`config.mk`:
```
export PLATFORM = sky130hd
export DESIGN_NAME = sram_mem_ctrl_flat
export DESIGN_NICKNAME = d
export VERILOG_FILES = /design/src/rtl/sram_mem_ctrl_pkg.sv /design/src/rtl/sram_mem_ctrl_if.sv /design/src/rtl/sram_mem_ctrl_phase_timer.sv /design/src/rtl/sram_mem_ctrl.sv /design/src/flat_wrapper.sv
export SDC_FILE = /design/constraint.sdc
export NUM_CORES = 1
export LEC_CHECK = 0
export BUFFER_PORTS_ARGS = -buffer_cell sky130_fd_sc_hd__buf_2
export CAP_MARGIN = 20
export CORE_MARGIN = 3
export CORE_UTILIZATION = 25
export DETAILED_ROUTE_END_ITERATION = 8
export GPL_TIMING_DRIVEN = 0
export HOLD_SLACK_MARGIN = 0.12
export PLACE_DENSITY = 0.45
export SYNTH_ARGS = -nofsm -noshare
export SYNTH_HDL_FRONTEND = slang
export SYNTH_SLANG_ARGS = --single-unit
```
`constraint.sdc`:
```
create_clock -name clk -period 2.7 [get_ports clk]
set_input_delay 0.27 -clock clk [delete_from_list [all_inputs] [get_ports clk]]
set_output_delay 0.27 -clock clk [all_outputs]
set_load 0.02 [all_outputs]
```
`src/rtl/sram_mem_ctrl_pkg.sv`:
```
// Purpose: shared constants, FSM state encoding and half-word address helper for sram_mem_ctrl.
// Latency: n/a (declarations only).
// Backpressure: n/a.
package sram_mem_ctrl_pkg;

    localparam int WORD_WIDTH      = 32;
    localparam int SRAM_DATA_WIDTH = 16;
    localparam int SRAM_ADDR_WIDTH = 18;
    localparam logic [WORD_WIDTH-1:0] BASE_ADDR = 32'd1024;

    // Word index bits that survive truncation to the SRAM half-word address
    localparam int IDX_WIDTH = SRAM_ADDR_WIDTH - 1;

    typedef enum logic [2:0] {
        IDLE  = 3'd0,
        RD_LO = 3'd1,
        RD_HI = 3'd2,
        WR_LO = 3'd3,
        WR_HI = 3'd4,
        DONE  = 3'd5
    } state_t;

    // Half-word address of the low (hi=0) or high (hi=1) half of a word
    function automatic logic [SRAM_ADDR_WIDTH-1:0] hw_addr(input logic [IDX_WIDTH-1:0] idx,
                                                           input logic                 hi);
        return {idx, hi};
    endfunction

endpackage

```
`src/rtl/sram_mem_ctrl_if.sv`:
```
// Purpose: pipeline-side load/store request and response bundle of the memory stage.
// Latency: n/a (wires only).
// Backpressure: ready=0 freezes the requester, which holds its outputs stable.
interface sram_mem_ctrl_if;
    import sram_mem_ctrl_pkg::*;

    logic                  mem_read;
    logic                  mem_write;
    logic [WORD_WIDTH-1:0] address;
    logic [WORD_WIDTH-1:0] write_data;
    logic [WORD_WIDTH-1:0] read_data;
    logic                  ready;

    // Execute stage side
    modport master (
        output mem_read, mem_write, address, write_data,
        input  read_data, ready
    );

    // Memory controller side
    modport slave (
        input  mem_read, mem_write, address, write_data,
        output read_data, ready
    );

endinterface

```
`src/rtl/sram_mem_ctrl_phase_timer.sv`:
```
// Purpose: wait-state counter for one SRAM half-access phase, terminal flag at WAIT_CYCLES.
// Latency: term asserts WAIT_CYCLES cycles after the last clear.
// Backpressure: none; the FSM drives clr/en every cycle.
module sram_phase_timer #(
    parameter int WAIT_CYCLES = 1
) (
    input  logic clk,
    input  logic rst,
    input  logic clr,
    input  logic en,
    output logic term
);

    localparam int CNT_W = (WAIT_CYCLES < 1) ? 1 : $clog2(WAIT_CYCLES + 1);
    localparam logic [CNT_W-1:0] TERM_CNT = CNT_W'(WAIT_CYCLES);

    logic [CNT_W-1:0] cnt_q;
    logic [CNT_W-1:0] cnt_d;

    // Clear has priority over count so a phase transition always restarts at zero
    always_comb begin
        cnt_d = cnt_q;
        if (clr) begin
            cnt_d = '0;
        end else if (en) begin
            cnt_d = cnt_q + CNT_W'(1);
        end
    end

    // Counter register
    always_ff @(posedge clk or negedge rst) begin
        if (!rst) begin
            cnt_q <= '0;
        end else begin
            cnt_q <= cnt_d;
        end
    end

    assign term = (cnt_q == TERM_CNT);

endmodule

```
`src/rtl/sram_mem_ctrl.sv`:
```
// Purpose: memory-stage load/store responder, each word done as two half-word async SRAM accesses.
// Latency: request seen at cycle 0 completes in DONE at cycle 2*(WAIT_CYCLES+1)+1.
// Backpressure: ready=0 from the request cycle until DONE; inputs ignored outside IDLE.
module sram_mem_ctrl
    import sram_mem_ctrl_pkg::*;
#(
    parameter int WAIT_CYCLES = 1
) (
    input  logic                       clk,
    input  logic                       rst,
    sram_mem_ctrl_if.slave             pipe,
    output logic [SRAM_ADDR_WIDTH-1:0] sram_addr,
    input  logic [SRAM_DATA_WIDTH-1:0] sram_dq_in,
    output logic [SRAM_DATA_WIDTH-1:0] sram_dq_out,
    output logic                       sram_dq_oe,
    output logic                       sram_we_n
);

    localparam int HALF = SRAM_DATA_WIDTH;

    // The operation (read/write) is carried by the state itself, so only
    // the word index and store data need latching.
    state_t                      state_q,  state_d;
    logic [IDX_WIDTH-1:0]        idx_q,    idx_d;
    logic [WORD_WIDTH-1:0]       data_q,   data_d;
    logic [SRAM_ADDR_WIDTH-1:0]  addr_q,   addr_d;
    logic [WORD_WIDTH-1:0]       rdata_q,  rdata_d;

    logic                  req;
    logic                  in_phase;
    logic                  tmr_clr;
    logic                  tmr_en;
    logic                  tmr_term;
    logic [WORD_WIDTH-1:0] off;
    logic                  unused_off;

    // Byte offset from the SRAM window base; wraps modulo 2^WORD_WIDTH.
    // Byte-within-word bits and index bits above the SRAM range are dropped.
    assign off        = pipe.address - BASE_ADDR;
    assign unused_off = ^{off[WORD_WIDTH-1:SRAM_ADDR_WIDTH+1], off[1:0]};

    assign req      = pipe.mem_read | pipe.mem_write;
    assign in_phase = (state_q == RD_LO) || (state_q == RD_HI) ||
                      (state_q == WR_LO) || (state_q == WR_HI);

    // Counter runs only inside a half-access phase and restarts on each transition
    assign tmr_clr = !in_phase || tmr_term;
    assign tmr_en  = in_phase && !tmr_term;

    sram_phase_timer #(
        .WAIT_CYCLES (WAIT_CYCLES)
    ) u_timer (
        .clk  (clk),
        .rst  (rst),
        .clr  (tmr_clr),
        .en   (tmr_en),
        .term (tmr_term)
    );

    // Next-state, latching and read-data capture
    always_comb begin
        state_d = state_q;
        idx_d   = idx_q;
        data_d  = data_q;
        addr_d  = addr_q;
        rdata_d = rdata_q;
        case (state_q)
            IDLE: begin
                if (req) begin
                    // Write wins when both request lines are high
                    state_d = pipe.mem_write ? WR_LO : RD_LO;
                    idx_d   = off[SRAM_ADDR_WIDTH:2];
                    data_d  = pipe.write_data;
                    addr_d  = hw_addr(off[SRAM_ADDR_WIDTH:2], 1'b0);
                end
            end
            RD_LO: begin
                if (tmr_term) begin
                    rdata_d[HALF-1:0] = sram_dq_in;
                    state_d           = RD_HI;
                    addr_d            = hw_addr(idx_q, 1'b1);
                end
            end
            RD_HI: begin
                if (tmr_term) begin
                    rdata_d[WORD_WIDTH-1:HALF] = sram_dq_in;
                    state_d                    = DONE;
                end
            end
            WR_LO: begin
                if (tmr_term) begin
                    state_d = WR_HI;
                    addr_d  = hw_addr(idx_q, 1'b1);
                end
            end
            WR_HI: begin
                if (tmr_term) begin
                    state_d = DONE;
                end
            end
            DONE: begin
                state_d = IDLE;
            end
            default: begin
                state_d = IDLE;
            end
        endcase
    end

    // State and datapath registers; reset aborts any access immediately
    always_ff @(posedge clk or negedge rst) begin
        if (!rst) begin
            state_q <= IDLE;
            idx_q   <= '0;
            data_q  <= '0;
            addr_q  <= '0;
            rdata_q <= '0;
        end else begin
            state_q <= state_d;
            idx_q   <= idx_d;
            data_q  <= data_d;
            addr_q  <= addr_d;
            rdata_q <= rdata_d;
        end
    end

    // SRAM strobes decoded from state so reset releases we_n without a clock
    always_comb begin
        sram_dq_out = '0;
        sram_dq_oe  = 1'b0;
        sram_we_n   = 1'b1;
        case (state_q)
            WR_LO: begin
                sram_dq_out = data_q[HALF-1:0];
                sram_dq_oe  = 1'b1;
                sram_we_n   = 1'b0;
            end
            WR_HI: begin
                sram_dq_out = data_q[WORD_WIDTH-1:HALF];
                sram_dq_oe  = 1'b1;
                sram_we_n   = 1'b0;
            end
            default: begin
                sram_dq_out = '0;
            end
        endcase
    end

    assign sram_addr      = addr_q;
    assign pipe.read_data = rdata_q;
    assign pipe.ready     = ((state_q == IDLE) && !req) || (state_q == DONE);

endmodule

```
`src/flat_wrapper.sv`:
```
// flat-port wrapper written by rule: the top's interface ports become plain ports
module sram_mem_ctrl_flat import sram_mem_ctrl_pkg::*;
#(
    parameter int WAIT_CYCLES = 1
)
  (clk, rst, sram_addr, sram_dq_in, sram_dq_out, sram_dq_oe, sram_we_n, pipe_mem_read, pipe_mem_write, pipe_address, pipe_write_data, pipe_read_data, pipe_ready);
  sram_mem_ctrl_if pipe_i ();
  input  logic clk;
  input  logic rst;
  output logic [SRAM_ADDR_WIDTH-1:0] sram_addr;
  input  logic [SRAM_DATA_WIDTH-1:0] sram_dq_in;
  output logic [SRAM_DATA_WIDTH-1:0] sram_dq_out;
  output logic sram_dq_oe;
  output logic sram_we_n;
  input wire logic [$bits(pipe_i.mem_read)-1:0] pipe_mem_read;
  input wire logic [$bits(pipe_i.mem_write)-1:0] pipe_mem_write;
  input wire logic [$bits(pipe_i.address)-1:0] pipe_address;
  input wire logic [$bits(pipe_i.write_data)-1:0] pipe_write_data;
  output wire logic [$bits(pipe_i.read_data)-1:0] pipe_read_data;
  output wire logic [$bits(pipe_i.ready)-1:0] pipe_ready;
  assign pipe_i.mem_read = pipe_mem_read;
  assign pipe_i.mem_write = pipe_mem_write;
  assign pipe_i.address = pipe_address;
  assign pipe_i.write_data = pipe_write_data;
  assign pipe_read_data = pipe_i.read_data;
  assign pipe_ready = pipe_i.ready;
  sram_mem_ctrl #(.WAIT_CYCLES(WAIT_CYCLES)) u_core (.clk(clk), .rst(rst), .pipe(pipe_i), .sram_addr(sram_addr), .sram_dq_in(sram_dq_in), .sram_dq_out(sram_dq_out), .sram_dq_oe(sram_dq_oe), .sram_we_n(sram_we_n));
endmodule
```
==> results, run 1 <==
- The run finished with clean final reports.
- After detailed routing, the average wire length per cell comes to 15.3 um.
- Of the synthesized area, sequential elements account for 58.1%.
- The highest attainable clock frequency is 0.412 GHz.
- Of all nets on the critical path, the largest fanout is 10.
- The adder-cell share of the synthesized area is 0.282%.
- In the global route stage, overall resource usage came out at 11.5%.
- In this run the most used layer during global routing was met2.
- The post-synthesis cell type count is 36.
- The number of placement rows is 48.
- The first global-routing pass estimated 17600 um of wire.
- After synthesis the cells add up to 0.00443 mm2.
- The post-synthesis share of cell area spent on xor and xnor gates is 1.38%.
- For the pin with the worst max-slew slack, the measured transition is 634 ps.
- The number of failing hold endpoints at the final stage is 0.
- The CTS buffer count is 9.
- The remaining number of nets flagged by the antenna check after routing is 0.
- For this run, the number of Yosys warnings is 0.
- The vertical die dimension is 139 um.
- Wires add up to 10800 um.
- After Yosys synthesis, and, or, nand and nor cells account for 6.24% of the synthesized area.
- The number of antenna repair diodes is 0.
- The power density over the cells is 1290 mW/mm2.
- The number of design rule violations left after detail routing is 0.
- Across all layers, the routed design uses 3109 vias.
- The starting utilization of the core area is 25.5%.
- The global route total overflow is 0.
- The largest net degree at the start of global routing is 58.
- Counting flops with a built-in enable in the synthesized netlist gives 0.
- Counting every instance in the synthesized netlist gives 322.
- The async set or reset register ratio after synthesis is 100%.
- The end point of the critical path is sram_dq_out[10].
- The required arrival time at the worst endpoint is 2430 ps.
- Max-cap violations in this run came to 0.
- The full die area is 0.0194 mm2.
- The number of levels the H-tree was split into is 3.
- The first routing iteration left 93 violations.
- The floorplan step set the die width to 139 um.
- The post-synthesis sequential element count is 103.
- The max-slew violation count is 0.
- The worst register-to-register path has a depth of 4.
- After clock tree synthesis, the clock-pin slew on the worst setup and hold paths is 70 ps.
- The detailed-router iteration count before antenna repair is 4.
- The final-report setup violation count is 0.
- The smallest hold slack is 148 ps.
- The post-route setup TNS is 0 ps.
- The insertion delay to the later sink of the worst-skew pair is 340 ps.
- The type of the worst min-delay path is primary input to flip-flop.
- Using the TritonRoute via totals, the vias-per-cell ratio works out to 4.43.
- The final cycle utilization of the critical path is 89.8%.
- The type of the worst setup path is flip-flop to output port.
- The most critical setup path has its startpoint at u_core.state_q[2].
- The routed design could run at a clock period as short as 2430 ps.
- The longest clock path from root to sink contains 2 buffers.
- The via count of the first global-routing pass was 3260.
- The post-DP HPWL is 7870 um.
- For this design the static power due to leakage is 0.00266 uW.
- The worst-case IR drop observed on VDD is 405 uV.
- Across the routed clock network, the largest skew measured is 6.49 ps.
- Among all flip-flop cells after synthesis, the most frequent one is sky130_fd_sc_hd__dfrtp_1.
- The met3 track demand over resource is 4.07%.
- In the final layout, the share of cells above drive strength 1 is 56.0%.
- The endpoint kind of the worst setup timing path is an output port.
- The fraction of met2 tracks used by global routing is 18.4%.
- The area of the core is 0.0174 mm2.
- The clock tree from TritonCTS is done.
- The initial antenna violation count came to 1.
- The signal arrival time at the worst endpoint is 2160 ps.
- After synthesis, the largest family of logic cells by area is multiplexers.
- During I/O placement, the number of pins put on the boundary was 153.
- The total number of nets in the final design is 558.
- The worst setup path is launched from a flip-flop.
- The per-instance average area after synthesis is 13.8 um2.
- Cells fill 33.2% of the core in the end.
- Setup repair after global routing left no endpoint under its margin.
- The worst register-to-register path ends at u_core.pipe.read_data[13].
- The reg-to-reg setup timing slack is 830 ps.
- The multiplexer fraction of the synthesized cell area is 23.6%.
- The number of port buffers is 137.
- For this run, global-route usage on met1 was measured as 14.3%.
- Routability-driven placement finished with a final weighted congestion of 0.746.
- Summing the areas of all compound-gate instances in the mapped netlist gives 7.42% of the synthesized area.
- The area added between synthesis and finish is 30.0%.
- In this run the critical register-to-register path is launched from u_core.state_q[1].
- The net count after synthesis is 407.
- Measured against its own limit, the worst slew margin works out to 57.7%.
- The buffer cell driving the clock tree root is sky130_fd_sc_hd__clkbuf_16.
- The count of clock tree sinks is 103.
-- cells in the final DEF, fill, tap and decap left out, drive strengths merged --
master	synthesis	routed
ha	1	1
o21bai	1	1
nand3b	1	1
nor4	1	1
nand2	13	13
o21a	1	1
nand3	2	2
dlygate4sd3	0	2
o21ai	15	15
o22ai	1	1
o211ai	4	4
xor2	2	2
inv	4	4
nor2	18	18
clkbuf	2	12
a22o	16	16
or4	1	1
nand2b	3	3
and2	1	1
mux2	93	93
a31oi	1	1
buf	17	155
clkinvlp	0	2
a21oi	6	6
dfrtp	103	103
bufinv	0	2
clkinv	0	1
nand4b	4	4
nor3	3	3
xnor2	5	5
or2	1	1
a22oi	1	1
nor3b	1	1
-- power by group --
part,leakage (uW),internal (uW),switching [uW]
logic,0.00129,1520,1780
clock network,0.000145,810,576
registers,0.00122,2340,381
total,0.00266,4680,2740
-- per-stage QoR --
step / cell area, um2 / total power, uW / instances / setup WS, ps
after floorplan: 4430 / 5060 / 322 / 928
after global placement: 5400 / 6040 / 684 / 164
after detailed placement: 5430 / 6130 / 685 / 606
after CTS: 5760 / 7560 / 702 / 204
after global routing: 5760 / 7970 / 702 / 90.9
final: 5760 / 7420 / 702 / 275
-- cells in the mapped netlist (2+ instances only) --
master	number	share of area [%]
sky130_fd_sc_hd__buf_2	10	1.1
sky130_fd_sc_hd__o211ai_1	3	0.51
sky130_fd_sc_hd__nor2_1	14	1.2
sky130_fd_sc_hd__xor2_1	2	0.40
sky130_fd_sc_hd__mux2_2	89	23
sky130_fd_sc_hd__xnor2_1	5	0.99
sky130_fd_sc_hd__a22o_1	16	3.2
sky130_fd_sc_hd__nor2_2	4	0.56
sky130_fd_sc_hd__nand2_1	13	1.1
sky130_fd_sc_hd__nand2b_1	3	0.42
sky130_fd_sc_hd__a21oi_1	6	0.68
sky130_fd_sc_hd__nand4b_1	4	0.79
sky130_fd_sc_hd__mux2_1	4	1.0
sky130_fd_sc_hd__nand3_1	2	0.23
sky130_fd_sc_hd__nor3_1	2	0.23
sky130_fd_sc_hd__clkbuf_1	2	0.17
sky130_fd_sc_hd__inv_1	4	0.34
sky130_fd_sc_hd__buf_4	6	1.0
sky130_fd_sc_hd__dfrtp_1	103	58
sky130_fd_sc_hd__o21ai_0	14	1.6
-- critical path: stages (launching register included) --
cell	delay [ps]
sky130_fd_sc_hd__dfrtp_1	380
sky130_fd_sc_hd__nand2b_1	180
sky130_fd_sc_hd__buf_2	220
sky130_fd_sc_hd__nor2_2	360
sky130_fd_sc_hd__buf_2	320
sky130_fd_sc_hd__a22o_1	180
sky130_fd_sc_hd__buf_2	170
-- worst min path at each step --
stage                                   start                        end  slack, ps  depth (start not counted)
after floorplan                           rst           u_core.data_q[0]        -30                          0
after global placement       u_core.idx_q[12]           u_core.idx_q[12]        460                          2
after detailed placement                  rst  u_core.pipe.read_data[19]        330                          1
after CTS                  pipe_write_data[3]           u_core.data_q[3]        130                          2
after global routing       pipe_write_data[1]           u_core.data_q[1]        130                          2
final                     pipe_write_data[12]          u_core.data_q[12]        150                          2
-- per-layer routing --
metal | share of wire, % | vias up
met5 | 0.065 | -
met1 | 44 | 1553
met2 | 47 | 96
met4 | 1.8 | 2
met3 | 7.2 | 13
li1 | - | 1445
-- cell families (layout without fill, tap and decap cells) --
group,after synthesis,after routing
AO/OA/AOI/OAI,46,46
flip-flops,103,103
multiplexers,93,93
XOR/XNOR,7,7
adder cells (fa/ha/maj),1,1
buffers and inverters,23,178
AND/OR/NAND/NOR,49,49
-- state kept, by name, indices dropped and copies added (netlist names) --
signal,cells
u_core.u_timer.term,1
u_core.data_q,32
u_core.pipe.read_data,32
u_core.sram_addr,18
u_core.state_q,3
u_core.idx_q,17
-- layout make-up --
| type | count | area [um2] |
|---|---|---|
| Clock buffer | 10 | 229 |
| Inverter | 4 | 15.0 |
| Buffer | 19 | 114 |
| Tap cell | 225 | 282 |
| Multi-Input combinational cell | 196 | 1730 |
| Clock inverter | 5 | 83.8 |
| Timing Repair Buffer | 140 | 736 |
| Fill cell | 1753 | 11600 |
| Sequential cell | 103 | 2580 |
-- what timing repair did --
item / 4_1_cts / 5_1_grt
hold buffers: 2 / 0
setup buffers: 0 / 0
endpoints found under the hold margin: 47 / 0
gates resized for setup: 0 / 0
Note: power is estimated with default switching activity, not from simulation.
==> run 2: changes to the inputs <==
--- a/config.mk
+++ b/config.mk
@@ -12,7 +12,7 @@
 export DETAILED_ROUTE_END_ITERATION = 8
 export GPL_TIMING_DRIVEN = 0
 export HOLD_SLACK_MARGIN = 0.12
-export PLACE_DENSITY = 0.45
+export PLACE_DENSITY_LB_ADDON = 0.1
 export SYNTH_ARGS = -nofsm -noshare
 export SYNTH_HDL_FRONTEND = slang
 export SYNTH_SLANG_ARGS = --single-unit
==> run 2 against run 1 <==
Compared with the run above:
- cell area decreased by 0.41%
- register-to-register slack improved by 20 ps
- flip-flop and latch count did not move
- global-route usage grew 0.083 points
- utilization shrank 0.14 points
- setup slack worse by 10 ps
- critical path type unchanged
==> results, run 2 (synthesis results as in run 1) <==
- The run finished with clean final reports.
- In this run, post-CTS repair resized a total of 0 instances.
- The number of failing hold endpoints at the final stage is 0.
- The area added between synthesis and finish is 29.5%.
- The initial antenna violation count came to 0.
- The number of antenna diodes in the final layout is 0.
- The startpoint of the tightest hold check path is pipe_write_data[17].
- Setup slack on the worst reg-to-reg path comes out at 850 ps.
- The floorplan step defined a die boundary enclosing 0.0194 mm2.
- The path with the worst hold slack has its endpoint at u_core.data_q[17].
- The wire length of the first global-routing pass is 17700 um.
- At the pin with the least slew margin, the transition time is 509 ps.
- The post-layout minimum cycle time is 2440 ps.
- In this run the remaining antenna-violating nets after routing total 0.
- 153 I/O pins were placed.
- The library cells used most frequently in the layout, excluding fill and tap cells, are 146 x sky130_fd_sc_hd__buf_2, 103 x sky130_fd_sc_hd__dfrtp_1, 89 x sky130_fd_sc_hd__mux2_2.
- In this run the critical register-to-register path is captured at u_core.pipe.read_data[5].
- The library cell used most frequently in the layout, excluding fill and tap cells, is sky130_fd_sc_hd__buf_2.
- The total number of nets in the final design is 558.
- The static leakage is 0.00265 uW.
- STA puts the critical path data arrival time at 2170 ps.
- The max-slew violation count is 0.
- The number of placement rows is 48.
- The post-detailed-route via-to-cell ratio is 4.30.
- The number of levels the H-tree was split into is 3.
- The via count of the first global-routing pass came to 3328.
- Static timing analysis puts the maximum clock frequency at 0.411 GHz.
- The number of port buffers is 137.
- The clock reaches the later pin of the worst-skew pair after 340 ps.
- The clock drives 103 sinks.
- The clock passes through at most 2 buffers.
- Setup violations remaining at the end of the flow were counted as 0.
- The required arrival time at the worst endpoint is 2430 ps.
- CTS placed an instance of sky130_fd_sc_hd__clkbuf_16 at the clock tree root.
- The final wirelength is 11100 um.
- The worst setup path is launched from a flip-flop.
- After clock tree synthesis, the setup repair step added 0 buffers.
- The clock network accounts for 17.6% of the total power.
- The number of max-cap violations is 0.
- For this run, design rule violations remaining after detail routing come to 0.
- The internal power is 4580 uW.
- The fraction of power spent switching nets is 37.5%.
- Across every metal layer, demand over resource in global routing totals 11.6%.
- The maximum vdd ir drop is 341 uV.
- The via total after detailed routing is 3018.
- The design draws 7330 uW.
- Headroom to the max-slew limit came out at 66.1%.
- The number of cells on the worst hold path is 2.
- The final standard cell utilization of the core is 33.1%.
- The average wire per cell in the routed design is 15.8 um.
- The post-route clock skew is 7.88 ps.
- The initial utilization of the core area, before any placement, comes to 25.5%.
- The violation count after the first detailed-route iteration is 93.
- The largest net degree at the start of global routing is 68.
- In this run the worst path has a maximum fanout of 10.
- Dividing total power by cell area gives a power density of 1280 mW/mm2.
- STA classifies the critical path endpoint as an output port.
- In this run, CTS created clock tree buffers numbering 9.
- The final cycle utilization of the critical path is 90.2%.
- The detailed-router iteration count before antenna repair is 4.
- After clock tree synthesis, the clock-pin slew on the worst setup and hold paths is 70 ps.
- Summed over all nets, the switching power comes to 2750 uW.
- The total overflow left after global routing is 0.
- Setup repair after global routing left no endpoint under its margin.
- The area of the core is 0.0174 mm2.
- In this run, the combinational gates consume 45.4% of the power.
- The share of total power dissipated in sequential elements is 36.9%.
- The horizontal extent of the die is 139 um.
- Setup total negative slack on the finished layout was measured at 0 ps.
- The number of buffers inserted for hold repair after clock tree synthesis is 2.
- Measured in cells, the most critical reg-to-reg path has a length of 4.
- The worst register-to-register path begins at u_core.state_q[1].
- The post-DP HPWL is 7930 um.
- TritonCTS built the clock tree.
- The congestion estimate from routability-driven global placement came to 0.703.
- The floorplan step set the die height to 139 um.
- Of the cells placed in the final design, the portion with a size suffix greater than 1 is 56.0%.
- The type of the worst min-delay path is primary input to flip-flop.
- The critical path is of the flip-flop to output port type.
run 2: cell count changes in the layout (fill, tap and decap cells not counted), sizes merged:
cell / previous run / this run
clkinvlp: 2 / 4
bufinv: 2 / 1
clkinv: 1 / 0
run 2: worst max path at each step:
stage                 startpoint                end  slack [ps]  depth (start not counted)
2_1_floorplan  u_core.state_q[2]         sram_dq_oe         930                          6
3_3_place_gp                 rst  u_core.data_q[11]         100                          1
3_5_place_dp   u_core.state_q[2]    sram_dq_out[10]         610                          6
4_1_cts        u_core.state_q[2]    sram_dq_out[10]         210                          6
5_1_grt        u_core.state_q[2]     sram_dq_out[2]          90                          6
6_report       u_core.state_q[2]     sram_dq_out[2]         260                          6
run 2: per-stage QoR:
stage	area, um2	setup WS, ps	instances	hold WS (ps)
floorplan	4430	928	322	-25.6
global placement	5400	97.8	684	465
detailed placement	5430	608	685	278
CTS	5740	212	702	124
global route	5740	86.6	702	130
finish	5740	264	702	146
run 2: per-layer routing:
metal | track usage, % | wire length [um] | vias to the layer above
li1 | - | - | 1441
met1 | 13.9 | 4760 | 1489
met2 | 19.4 | 5470 | 76
met3 | 3.48 | 666 | 12
met4 | 5.05 | 188 | 0
met5 | 0 | 0 | -
run 2: cell type report:
cell class                 instances  area (um2)
timing repair buffer             140         736
multi-input combinational        196        1730
tap                              225         282
sequential                       103        2580
inverter                           4        15.0
clock inverter                     5        60.1
fill                            1764       11600
clock buffer                      10         229
buffer                            19         114
run 2: power by group through the flow:
stage               sequential [uW]  combinational, uW  clock, uW
finish                         2710               3330       1290
global placement               2720               3350          0
detailed placement             2750               3410          0
floorplan                      3170               1890          0
global route                   2820               3620       1420
CTS                            2720               3420       1370
run 2: critical path, cell delays in order, from the launching register on:
cell and delay (ps):
sky130_fd_sc_hd__dfrtp_1 370, sky130_fd_sc_hd__nand2b_1 180, sky130_fd_sc_hd__buf_2 240, sky130_fd_sc_hd__nor2_2 360, sky130_fd_sc_hd__buf_2 330, sky130_fd_sc_hd__a22o_1 170, sky130_fd_sc_hd__buf_2 170
